### src/rtl/printer_pkg.sv
// Shared types and constants for the printer byte spooler and its serial neighbours.
package printer_pkg;

    typedef enum logic [1:0] {
        StIdle,
        StIssue,
        StSettle,
        StWaitDone
    } spool_state_t;

    localparam logic [7:0] ASCII_CR = 8'h0D;
    localparam logic [7:0] ASCII_LF = 8'h0A;

    // 50 MHz system clock divided down to 115200 baud (transmitter) and 714 baud (receiver).
    localparam int unsigned TX_BAUD_DIV = 434;
    localparam int unsigned RX_BAUD_DIV = 70028;

endpackage

### src/rtl/spool_fifo.sv
// Register-array byte FIFO; pointers carry an extra wrap bit so occupancy is a plain subtraction.
module spool_fifo
    import printer_pkg::*;
#(
    parameter int unsigned DEPTH = 16,
    localparam int unsigned AW   = $clog2(DEPTH),
    localparam int unsigned LW   = AW + 1
) (
    input  logic          clk_i,
    input  logic          rst_ni,
    input  logic          push_i,
    input  logic [7:0]    wdata_i,
    input  logic          pop_i,
    input  logic          flush_i,
    output logic [7:0]    rdata_o,
    output logic [LW-1:0] level_o,
    output logic [LW-1:0] level_next_o,
    output logic          full_o,
    output logic          empty_o
);

    logic [LW-1:0] wptr_q, wptr_d;
    logic [LW-1:0] rptr_q, rptr_d;
    logic [7:0]    mem_q [DEPTH];
    logic          do_push, do_pop;

    assign level_o = wptr_q - rptr_q;
    assign full_o  = (level_o == LW'(DEPTH));
    assign empty_o = (wptr_q == rptr_q);

    // A pop frees the slot the same-cycle push lands in, so full+pop still accepts the byte.
    assign do_pop  = pop_i && !empty_o && !flush_i;
    assign do_push = push_i && (!full_o || do_pop) && !flush_i;

    always_comb begin
        wptr_d = wptr_q;
        rptr_d = rptr_q;
        if (flush_i) begin
            wptr_d = '0;
            rptr_d = '0;
        end else begin
            if (do_push) begin
                wptr_d = wptr_q + LW'(1);
            end
            if (do_pop) begin
                rptr_d = rptr_q + LW'(1);
            end
        end
    end

    assign level_next_o = wptr_d - rptr_d;
    assign rdata_o      = mem_q[rptr_q[AW-1:0]];

    always_ff @(posedge clk_i or negedge rst_ni) begin
        if (!rst_ni) begin
            wptr_q <= '0;
            rptr_q <= '0;
        end else begin
            wptr_q <= wptr_d;
            rptr_q <= rptr_d;
        end
    end

    always_ff @(posedge clk_i) begin
        if (do_push) begin
            mem_q[wptr_q[AW-1:0]] <= wdata_i;
        end
    end

endmodule

### src/rtl/printer_spooler.sv
// Byte spooler between the printer receiver and the UART transmitter, with hold and overflow.
// Define PRINTER_CRLF_EN to expand every transmitted CR into CR LF.
module printer_spooler
    import printer_pkg::*;
#(
    parameter int unsigned DEPTH      = 16,
    parameter int unsigned HOLD_LEVEL = 12,
    localparam int unsigned LW        = $clog2(DEPTH) + 1
) (
    input  logic          clk_i,
    input  logic          rst_ni,
    input  logic          rx_valid_i,
    input  logic [7:0]    rx_byte_i,
    input  logic          flush_i,
    input  logic          tx_ready_i,
    output logic          tx_req_o,
    output logic [7:0]    tx_data_o,
    output logic          hold_o,
    output logic          overflow_o,
    output logic [LW-1:0] level_o
);

    localparam logic [LW-1:0] HoldLvl = LW'(HOLD_LEVEL);

    spool_state_t  state_q;
    logic          tx_req_q;
    logic [7:0]    tx_data_q;
    logic          hold_q;
    logic          overflow_q;

    logic [7:0]    head;
    logic [LW-1:0] level, level_next;
    logic          full, empty;
    logic          lf_pend, idle_go, lf_go, pop, drop;

    // Flush wins over any issue decision taken in the same cycle.
    assign idle_go = (state_q == StIdle) && tx_ready_i && !flush_i;
    assign lf_go   = idle_go && lf_pend;
    assign pop     = idle_go && !lf_pend && !empty;
    assign drop    = rx_valid_i && full && !pop && !flush_i;

    spool_fifo #(
        .DEPTH (DEPTH)
    ) u_fifo (
        .clk_i        (clk_i),
        .rst_ni       (rst_ni),
        .push_i       (rx_valid_i),
        .wdata_i      (rx_byte_i),
        .pop_i        (pop),
        .flush_i      (flush_i),
        .rdata_o      (head),
        .level_o      (level),
        .level_next_o (level_next),
        .full_o       (full),
        .empty_o      (empty)
    );

`ifdef PRINTER_CRLF_EN
    logic lf_pend_q;

    // An LF is owed once a CR has actually gone out on tx_req; it is not a FIFO entry.
    always_ff @(posedge clk_i or negedge rst_ni) begin
        if (!rst_ni) begin
            lf_pend_q <= 1'b0;
        end else if (flush_i || lf_go) begin
            lf_pend_q <= 1'b0;
        end else if ((state_q == StIssue) && (tx_data_q == ASCII_CR)) begin
            lf_pend_q <= 1'b1;
        end
    end

    assign lf_pend = lf_pend_q;
`else
    assign lf_pend = 1'b0;
`endif

    always_ff @(posedge clk_i or negedge rst_ni) begin
        if (!rst_ni) begin
            state_q   <= StIdle;
            tx_req_q  <= 1'b0;
            tx_data_q <= 8'h00;
        end else begin
            tx_req_q <= 1'b0;
            unique case (state_q)
                StIdle: begin
                    if (lf_go) begin
                        tx_data_q <= ASCII_LF;
                        tx_req_q  <= 1'b1;
                        state_q   <= StIssue;
                    end else if (pop) begin
                        tx_data_q <= head;
                        tx_req_q  <= 1'b1;
                        state_q   <= StIssue;
                    end
                end
                StIssue: begin
                    state_q <= StSettle;
                end
                // The transmitter may not have dropped tx_ready yet, so it is ignored here.
                StSettle: begin
                    state_q <= StWaitDone;
                end
                StWaitDone: begin
                    if (tx_ready_i) begin
                        state_q <= StIdle;
                    end
                end
                default: begin
                    state_q <= StIdle;
                end
            endcase
        end
    end

    always_ff @(posedge clk_i or negedge rst_ni) begin
        if (!rst_ni) begin
            hold_q     <= 1'b0;
            overflow_q <= 1'b0;
        end else begin
            hold_q <= (level_next >= HoldLvl);
            if (flush_i) begin
                overflow_q <= 1'b0;
            end else if (drop) begin
                overflow_q <= 1'b1;
            end
        end
    end

    assign tx_req_o   = tx_req_q;
    assign tx_data_o  = tx_data_q;
    assign hold_o     = hold_q;
    assign overflow_o = overflow_q;
    assign level_o    = level;

endmodule

### config.mk
export PLATFORM = sky130hd
export DESIGN_NAME = printer_spooler
export DESIGN_NICKNAME = d
export VERILOG_FILES = /design/src/rtl/printer_pkg.sv /design/src/rtl/spool_fifo.sv /design/src/rtl/printer_spooler.sv
export SDC_FILE = /design/constraint.sdc
export NUM_CORES = 1
export LEC_CHECK = 0
export ABC_AREA = 1
export BUFFER_PORTS_ARGS = -buffer_cell sky130_fd_sc_hd__buf_2
export CORE_UTILIZATION = 40
export CTS_BUF_LIST = sky130_fd_sc_hd__clkbuf_4 sky130_fd_sc_hd__clkbuf_8 sky130_fd_sc_hd__clkbuf_16
export DETAILED_ROUTE_END_ITERATION = 8
export GPL_TIMING_DRIVEN = 0
export PLACE_DENSITY = 0.65
export REMOVE_ABC_BUFFERS = 1
export SYNTH_ARGS = -nofsm -noshare
export SYNTH_HDL_FRONTEND = slang
export SYNTH_SLANG_ARGS = --single-unit
export TNS_END_PERCENT = 1
### constraint.sdc
create_clock -name clk_i -period 7.6 [get_ports clk_i]
set_input_delay 0.38 -clock clk_i [delete_from_list [all_inputs] [get_ports clk_i]]
set_output_delay 0.38 -clock clk_i [all_outputs]
set_load 0.1 [all_outputs]
==> out/summary.txt, run 1 <==
================================================================================
Num Clock Sinks                                                              151
DRC viols                                                                      0
Number of flops mapped to enable cells by yosys                              128
P_leak                                                                   2.71 nW
PwrDens                                                              304 nW/um^2
Max_slew headroom                                                          12.2%
Die boundary width                                                   130 microns
Worst Setup Start Kind                                                 flip-flop
Unrepaired setup endpoints after global routing                            false
Total routing resource utilization after global routing                    18.4%
Final TNS setup                                                             0 ns
Library cell with the highest instance count after synthesis        sky130_fd_sc_hd__edfxtp_1
Total met3 wirelength after detailed routing                         883 microns
Maximum level of the CTS H-tree                                                4
Cell-by-cell listing of the critical path                           inv_1 > ha_1 > nand2_1 > nor2_2 > nand2_2 > a21oi_4 > nand3_4 > nand3_4 > nand2_1 > a21oi_1 > ha_1 > a21o_1 > a31oi_1 > nand3b_1 > nand2_1 > inv_1 > nand3_1 > nand3_1
Result of the run                                                      completed
Final ANT Viol Nets                                                            0
Std-Cell Rows                                                                 46
Flip-flop and latch count after synthesis                                    151
Beginning of the critical path                                      u_fifo.rptr_q[1]
Total of endpoints with negative setup slack in the final report               0
Largest clock skew in the final design                                0.00618 ns
Largest area contributor in the netlist                             sky130_fd_sc_hd__edfxtp_1
Met1 WL                                                                  6.26 mm
Std-Cell Core Area                                                   16000 sq um
Area fraction of the dominant cell type after synthesis                    58.2%
Cell count along the critical path                                            18
Dominant combinational cell family by area after synthesis          compound AO/OA/AOI/OAI gates
Y dimension of the die                                               130 microns
Unique masters post-synth                                                     37
Die Area                                                             17000 sq um
Setup WS post-layout                                                     2.72 ns
Post-detailed-placement half-perimeter wirelength                        8.91 mm
Post-layout minimum cycle time                                           4.88 ns
Initial DRC count                                                            306
Reg clk slew, reported paths                                             0.06 ns
Total of max-cap violations                                                    0
Layout cells sized above 1                                                 14.3%
Initial Util                                                               41.3%
Longest individual stage delay on the worst path                         1.21 ns
Clock latency reported for the late side of the worst-skew pair          0.41 ns
CTS Buf Count                                                                 17
Critical Path End Type                                                 flip-flop
Tightest Hold Check Type                                            primary input to flip-flop
Share of the synthesized area in compound gates (AO/OA/AOI/OAI)            12.3%
Most common library cells after synthesis                           128 x sky130_fd_sc_hd__edfxtp_1, 99 x sky130_fd_sc_hd__nor2_1, 69 x sky130_fd_sc_hd__o21ai_0
Number of antenna repair diodes                                                0
Maximum net fanout on the critical path                                       37
Synthesis-to-finish area growth                                            13.6%
Transition time at the pin with the least slew margin                    1.32 ns
Count of mapped cells out of synthesis                                       547
Via count of the first global-routing pass                                  4270
First-pass GRT wire length                                               22.5 mm
Leading cell types by total area after synthesis                    sky130_fd_sc_hd__edfxtp_1 58%, sky130_fd_sc_hd__dfrtp_1 8.7%, sky130_fd_sc_hd__nor2_1 5.6%
Routed WL                                                                14.4 mm
Number of cells on the worst reg-to-reg path                                  18
Multiplexer area fraction after synthesis                                     0%
Placed inst area                                                      6920 sq um
Maximum number of pins on one net before global-route repair                  55
Met2 wire length                                                         7.13 mm
Source of the worst register-to-register timing path                u_fifo.rptr_q[1]
Number of buffers inserted by post-CTS setup repair                            0
Worst r2r dst                                                             hold_o
Vias                                                                        4265
R2R setup slack                                                          2.72 ns
CTS tree                                                                    done
Start-to-end type of the worst setup path                           flip-flop to flip-flop
Timing endpoint of the critical path                                      hold_o
Post-route clock period utilization                                        64.2%
Peak supply drop                                                          260 uV
# nets final                                                                 601
DR pass1 iterations                                                            5
Total of warnings raised by yosys                                              0
Netlist Area Pre-Place                                                6600 sq um
Final non-filler cell area                                            7500 sq um
Post-placement worst setup slack                                         2.67 ns
Seq/Total Area, Yosys                                                      66.9%
DR WL/cell                                                          18.1 microns
Via/cell ratio                                                              5.34
Async set-or-reset flop fraction in the synthesized netlist                15.2%
Most used flip-flop cell after synthesis                            sky130_fd_sc_hd__edfxtp_1
Top sig layer                                                               met4
Xor-xnor portion of the synthesized cell area                             0.663%
Ports placed on the boundary                                                  29
Cell with the largest stage delay on the worst path                 sky130_fd_sc_hd__dfrtp_1
Highest Clock Rate                                                       205 MHz
Required time at the worst-slack endpoint                                7.95 ns
Critical path buffers and inverters                                            2
Synth Area in Adders                                                       3.83%
Max-slew violation count                                                       0
Most prevalent standard cell on the critical path                   sky130_fd_sc_hd__nand2_1
Kind of cell with the highest combined delay on the critical path     flip-flops
Antenna violations before repair                                               0
Data arrival time at the worst-slack endpoint                            5.23 ns
PortBufs                                                                      28
Gpl congestion                                                             0.780
Global route overflow                                                          0
Buffers from clock root to sink, at most                                       2
Hold violation total from the final report                                     0
Average cell area after synthesis                                     12.1 sq um
CTS Root Buffer Type                                                sky130_fd_sc_hd__clkbuf_16
Simple-gate portion of the synthesized area                                12.1%
================================================================================
==> flip-flops by register name, summed over array words and instances (netlist names) <==
name and count:
u_fifo.wptr_q 5, tx_req_o 1, state_q 2, tx_data_o 8
u_fifo.mem_q 128, u_fifo.rptr_q 5, hold_o 1, overflow_o 1
==> worst min path at each step <==
stage / startpoint / end / slack, ns / depth (start not counted)
floorplan: rst_ni / hold_o / 0.08 / 0
global placement: rst_ni / hold_o / 0.41 / 1
detailed placement: rst_ni / tx_req_o / 0.43 / 1
CTS: rx_valid_i / overflow_o / 0.29 / 3
global route: rx_valid_i / overflow_o / 0.32 / 3
finish: rx_valid_i / overflow_o / 0.31 / 3
==> worst min-delay path, stage by stage <==
cell and delay (ns):
sky130_fd_sc_hd__buf_2 0.15, sky130_fd_sc_hd__nand4_1 0.10, sky130_fd_sc_hd__a21oi_1 0.06
==> power by group <==
group | internal, mW | leakage, nW | total, mW | switching [mW]
combinational | 0.105 | 0.986 | 0.501 | 0.395
clock | 0.475 | 0.277 | 0.803 | 0.328
sequential | 0.939 | 1.44 | 0.974 | 0.0351
==> cells by family after synthesis <==
group,Yosys count
AO/OA/AOI/OAI,130
XOR/XNOR,5
adder cells (fa/ha/maj),19
buffers and inverters,62
flip-flops,151
AND/OR/NAND/NOR,180
==> layout make-up <==
class,instances,area [sq um]
Clock buffer,20,460
Clock inverter,12,114
Fill cell,1440,8500
Inverter,34,133
Multi-Input combinational cell,334,1910
Sequential cell,151,4420
Tap cell,216,270
Timing Repair Buffer,31,190
==> placed cells by master (no fill, tap or decap), drive strengths merged <==
cell type,Yosys,layout
a211oi,1,1
a21o,1,1
a21oi,7,7
a22oi,1,1
a31oi,9,9
buf,11,30
bufinv,0,1
clkbuf,17,20
clkinv,2,6
clkinvlp,0,2
dfrtp,23,23
dlygate4sd3,0,1
edfxtp,128,128
fa,2,2
ha,17,17
inv,32,37
nand2,50,50
nand3,19,19
nand3b,4,4
nand4,3,3
nor2,101,101
nor3,2,2
o211ai,10,10
o21ai,69,69
o221ai,22,22
o22ai,10,10
or2,1,1
xor2,5,5
==> per-layer routing <==
layer / up-vias / global-route usage, %
li1: 2030 / -
met1: 2090 / 22.9
met2: 134 / 31.3
met3: 11 / 4.64
met4: 0 / 5.95
met5: - / 0
==> metrics by stage <==
| step | hold slack (ns) | power, mW | utilization [%] | cells |
|---|---|---|---|---|
| 2_1_floorplan | 0.0844 | 1.38 | - | 519 |
| 3_3_place_gp | 0.410 | 1.47 | 43.0 | 763 |
| 3_5_place_dp | 0.426 | 1.49 | 43.2 | 765 |
| 4_1_cts | 0.289 | 2.29 | 46.9 | 798 |
| 5_1_grt | 0.318 | 2.37 | 46.9 | 798 |
| 6_report | 0.307 | 2.28 | 46.9 | 798 |
==> what timing repair did <==
item / 4_1_cts / 5_1_grt
endpoints found under the hold margin: 23 / 0
gates resized for setup: 0 / 0
hold buffers: 1 / 0
(Power assumes the default switching activity.)
==> run 2: changes to the inputs <==
==> constraint.sdc (replaced) <==
create_clock -name clk_i -period 4.5 [get_ports clk_i]
set_input_delay 0.225 -clock clk_i [delete_from_list [all_inputs] [get_ports clk_i]]
set_output_delay 0.225 -clock clk_i [all_outputs]
set_load 0.1 [all_outputs]
==> run 2 against run 1 <==
Net effect: critical path depth is 1 higher; largest power group unchanged; register-to-register slack worse by 2.2 ns; non-clock buffer count is 2 higher; critical endpoint unchanged; clock power is 69% higher; via count is 1.1% higher; global-route usage stayed put; routed wire length is 1.7% higher; final cell count is 0.38% higher; core utilization is 0.16 points higher; combinational power is 70% higher; die area stayed put; sequential power is 69% higher.
==> out/summary.txt, run 2 (synthesis gave the netlist of run 1 again) <==
===============================================================================
Combinational power share                                                 22.1%
Num Clock Sinks                                                             151
CTS tree                                                                   done
Part of the power in the clock network                                    35.2%
DR WL/cell                                                         18.3 microns
Std-Cell Rows                                                                46
Global route overflow                                                         0
DR pass1 iterations                                                           5
Peak supply drop                                                         440 uV
# nets final                                                                604
Gpl congestion                                                            0.780
Max-slew violation count                                                      0
Placed inst area                                                     6920 sq um
Die boundary width                                                  130 microns
Leading cell type in the layout, fill and taps excluded            sky130_fd_sc_hd__edfxtp_1
Worst hold start                                                     rx_valid_i
CTS Root Buffer Type                                               sky130_fd_sc_hd__clkbuf_16
Final ANT Viol Nets                                                           0
Layout cells sized above 1                                                15.2%
Worst r2r dst                                                            hold_o
Beginning of the critical path                                     u_fifo.rptr_q[2]
Result of the run                                                     completed
Y dimension of the die                                              130 microns
Post-route clock period utilization                                       89.2%
Initial Util                                                              41.3%
R2R setup slack                                                         0.48 ns
Source of the worst register-to-register timing path               u_fifo.rptr_q[2]
Via count of the first global-routing pass                                 4270
Timing endpoint of the critical path                                     hold_o
Seq pwr share                                                             42.7%
Start-to-end type of the worst setup path                          flip-flop to flip-flop
Final non-filler cell area                                           7530 sq um
Maximum level of the CTS H-tree                                               4
Vias                                                                       4312
Unrepaired setup endpoints after global routing                           false
Number of antenna repair diodes                                               0
Routed WL                                                               14.7 mm
Total of max-cap violations                                                   0
Antenna violations before repair                                              0
Total routing resource utilization after global routing                   18.4%
Max_slew headroom                                                         29.3%
Number of flip-flops in the largest register                                128
Commonest cells after routing, fill and taps aside                 128 x sky130_fd_sc_hd__edfxtp_1, 99 x sky130_fd_sc_hd__nor2_1, 69 x sky130_fd_sc_hd__o21ai_0
Net switching power                                                     1.29 mW
Die Area                                                            17000 sq um
Data arrival time at the worst-slack endpoint                           4.37 ns
Clock latency reported for the late side of the worst-skew pair         0.42 ns
First-pass GRT wire length                                              22.5 mm
Worst Setup Start Kind                                                flip-flop
Total of endpoints with negative setup slack in the final report              0
CTS Buf Count                                                                17
Hold violation total from the final report                                    0
Number of cells on the worst reg-to-reg path                                 19
Post-layout minimum cycle time                                          4.02 ns
Switching share of power                                                  33.4%
Buffers from clock root to sink, at most                                      2
Ports placed on the boundary                                                 29
Transition time at the pin with the least slew margin                   1.06 ns
Power Internal                                                          2.57 mW
Post-detailed-placement half-perimeter wirelength                       8.91 mm
Via/cell ratio                                                             5.38
Fill cell instance count of the final layout                               1442
Required time at the worst-slack endpoint                               4.86 ns
PortBufs                                                                     28
Highest Clock Rate                                                      249 MHz
Std-Cell Core Area                                                  16000 sq um
Reg clk slew, reported paths                                            0.06 ns
Largest clock skew in the final design                               0.00718 ns
DRC viols                                                                     0
Synthesis-to-finish area growth                                           14.0%
Maximum net fanout on the critical path                                      29
Maximum number of pins on one net before global-route repair                 55
Final Total Pwr                                                         3.86 mW
Worst Hold Margin                                                      0.149 ns
P_leak                                                                  2.71 nW
Tightest Hold Check Type                                           primary input to flip-flop
PwrDens                                                             513 nW/um^2
Critical Path End Type                                                flip-flop
Initial DRC count                                                           349
===============================================================================
## run 2: changes by cell type in the layout (fill, tap and decap cells not counted)
cell	delta
sky130_fd_sc_hd__buf_4	+2
sky130_fd_sc_hd__dfrtp_1	-2
sky130_fd_sc_hd__dfrtp_2	+2
sky130_fd_sc_hd__clkinvlp_2	+1
sky130_fd_sc_hd__clkinvlp_4	+1
sky130_fd_sc_hd__inv_1	-1
## run 2: routing by layer
metal	vias up	routed length [microns]	GRT usage, %
met5	-	0	0
met1	2143	6390	22.9
li1	2037	-	-
met2	123	7320	31.3
met3	9	813	4.64
met4	0	163	5.95
## run 2: worst min path at each step
| stage | to | depth (start not counted) |
|---|---|---|
| global route | overflow_o | 3 |
| finish | overflow_o | 3 |
| global placement | hold_o | 1 |
| detailed placement | tx_req_o | 1 |
| CTS | overflow_o | 3 |
| floorplan | hold_o | 0 |
## run 2: stage by stage
step	cells	setup slack, ns	utilization (%)	setup TNS (ns)
after floorplan	519	0.482	-	0
after global placement	763	-0.799	43.0	-16.67
after detailed placement	765	-0.434	43.2	-24.20
after CTS	798	0.182	46.9	0
after global routing	801	0.179	47.0	0
final	801	0.484	47.0	0
## run 2: area by class of cell
class	count	area, sq um	area share (%)
Clock buffer	20	460	6.12
Clock inverter	12	114	1.51
Tap cell	216	270	3.59
Timing Repair inverter	1	5.00	0.0665
Inverter	34	136	1.81
Sequential cell	151	4420	58.8
Timing Repair Buffer	33	205	2.73
Multi-Input combinational cell	334	1910	25.4
## run 2: power groups by stage
stage               Sequential (mW)  Clock, mW  Combinational [mW]
floorplan                      1.95          0               0.370
global placement               1.68          0               0.804
detailed placement             1.67          0               0.849
CTS                            1.65       1.38               0.850
global route                   1.65       1.43               0.918
finish                         1.65       1.36               0.852
## run 2: worst max-delay path, cell delays in order (launching register included)
cell	delay (ns)
sky130_fd_sc_hd__dfrtp_2	0.76
sky130_fd_sc_hd__clkinv_1	0.51
sky130_fd_sc_hd__ha_1	0.50
sky130_fd_sc_hd__a21oi_1	0.21
sky130_fd_sc_hd__nand2_1	0.07
sky130_fd_sc_hd__nand2_1	0.06
sky130_fd_sc_hd__nand2_1	0.12
sky130_fd_sc_hd__nand3_4	0.15
sky130_fd_sc_hd__nand3_4	0.11
sky130_fd_sc_hd__inv_4	0.11
sky130_fd_sc_hd__nand2_1	0.05
sky130_fd_sc_hd__a21oi_1	0.19
sky130_fd_sc_hd__ha_1	0.30
sky130_fd_sc_hd__a21o_1	0.19
sky130_fd_sc_hd__a31oi_1	0.19
sky130_fd_sc_hd__nand3b_1	0.14
sky130_fd_sc_hd__nand2_1	0.08
sky130_fd_sc_hd__inv_1	0.05
sky130_fd_sc_hd__nand3_1	0.07
sky130_fd_sc_hd__nand3_1	0.09
## run 2: repair_timing
item,4_1_cts,5_1_grt
hold endpoints to repair,23,0
resized for setup,2,1
endpoints found under the setup margin,129,1
hold buffers,1,0
buffers inserted,0,2
cloned,0,1
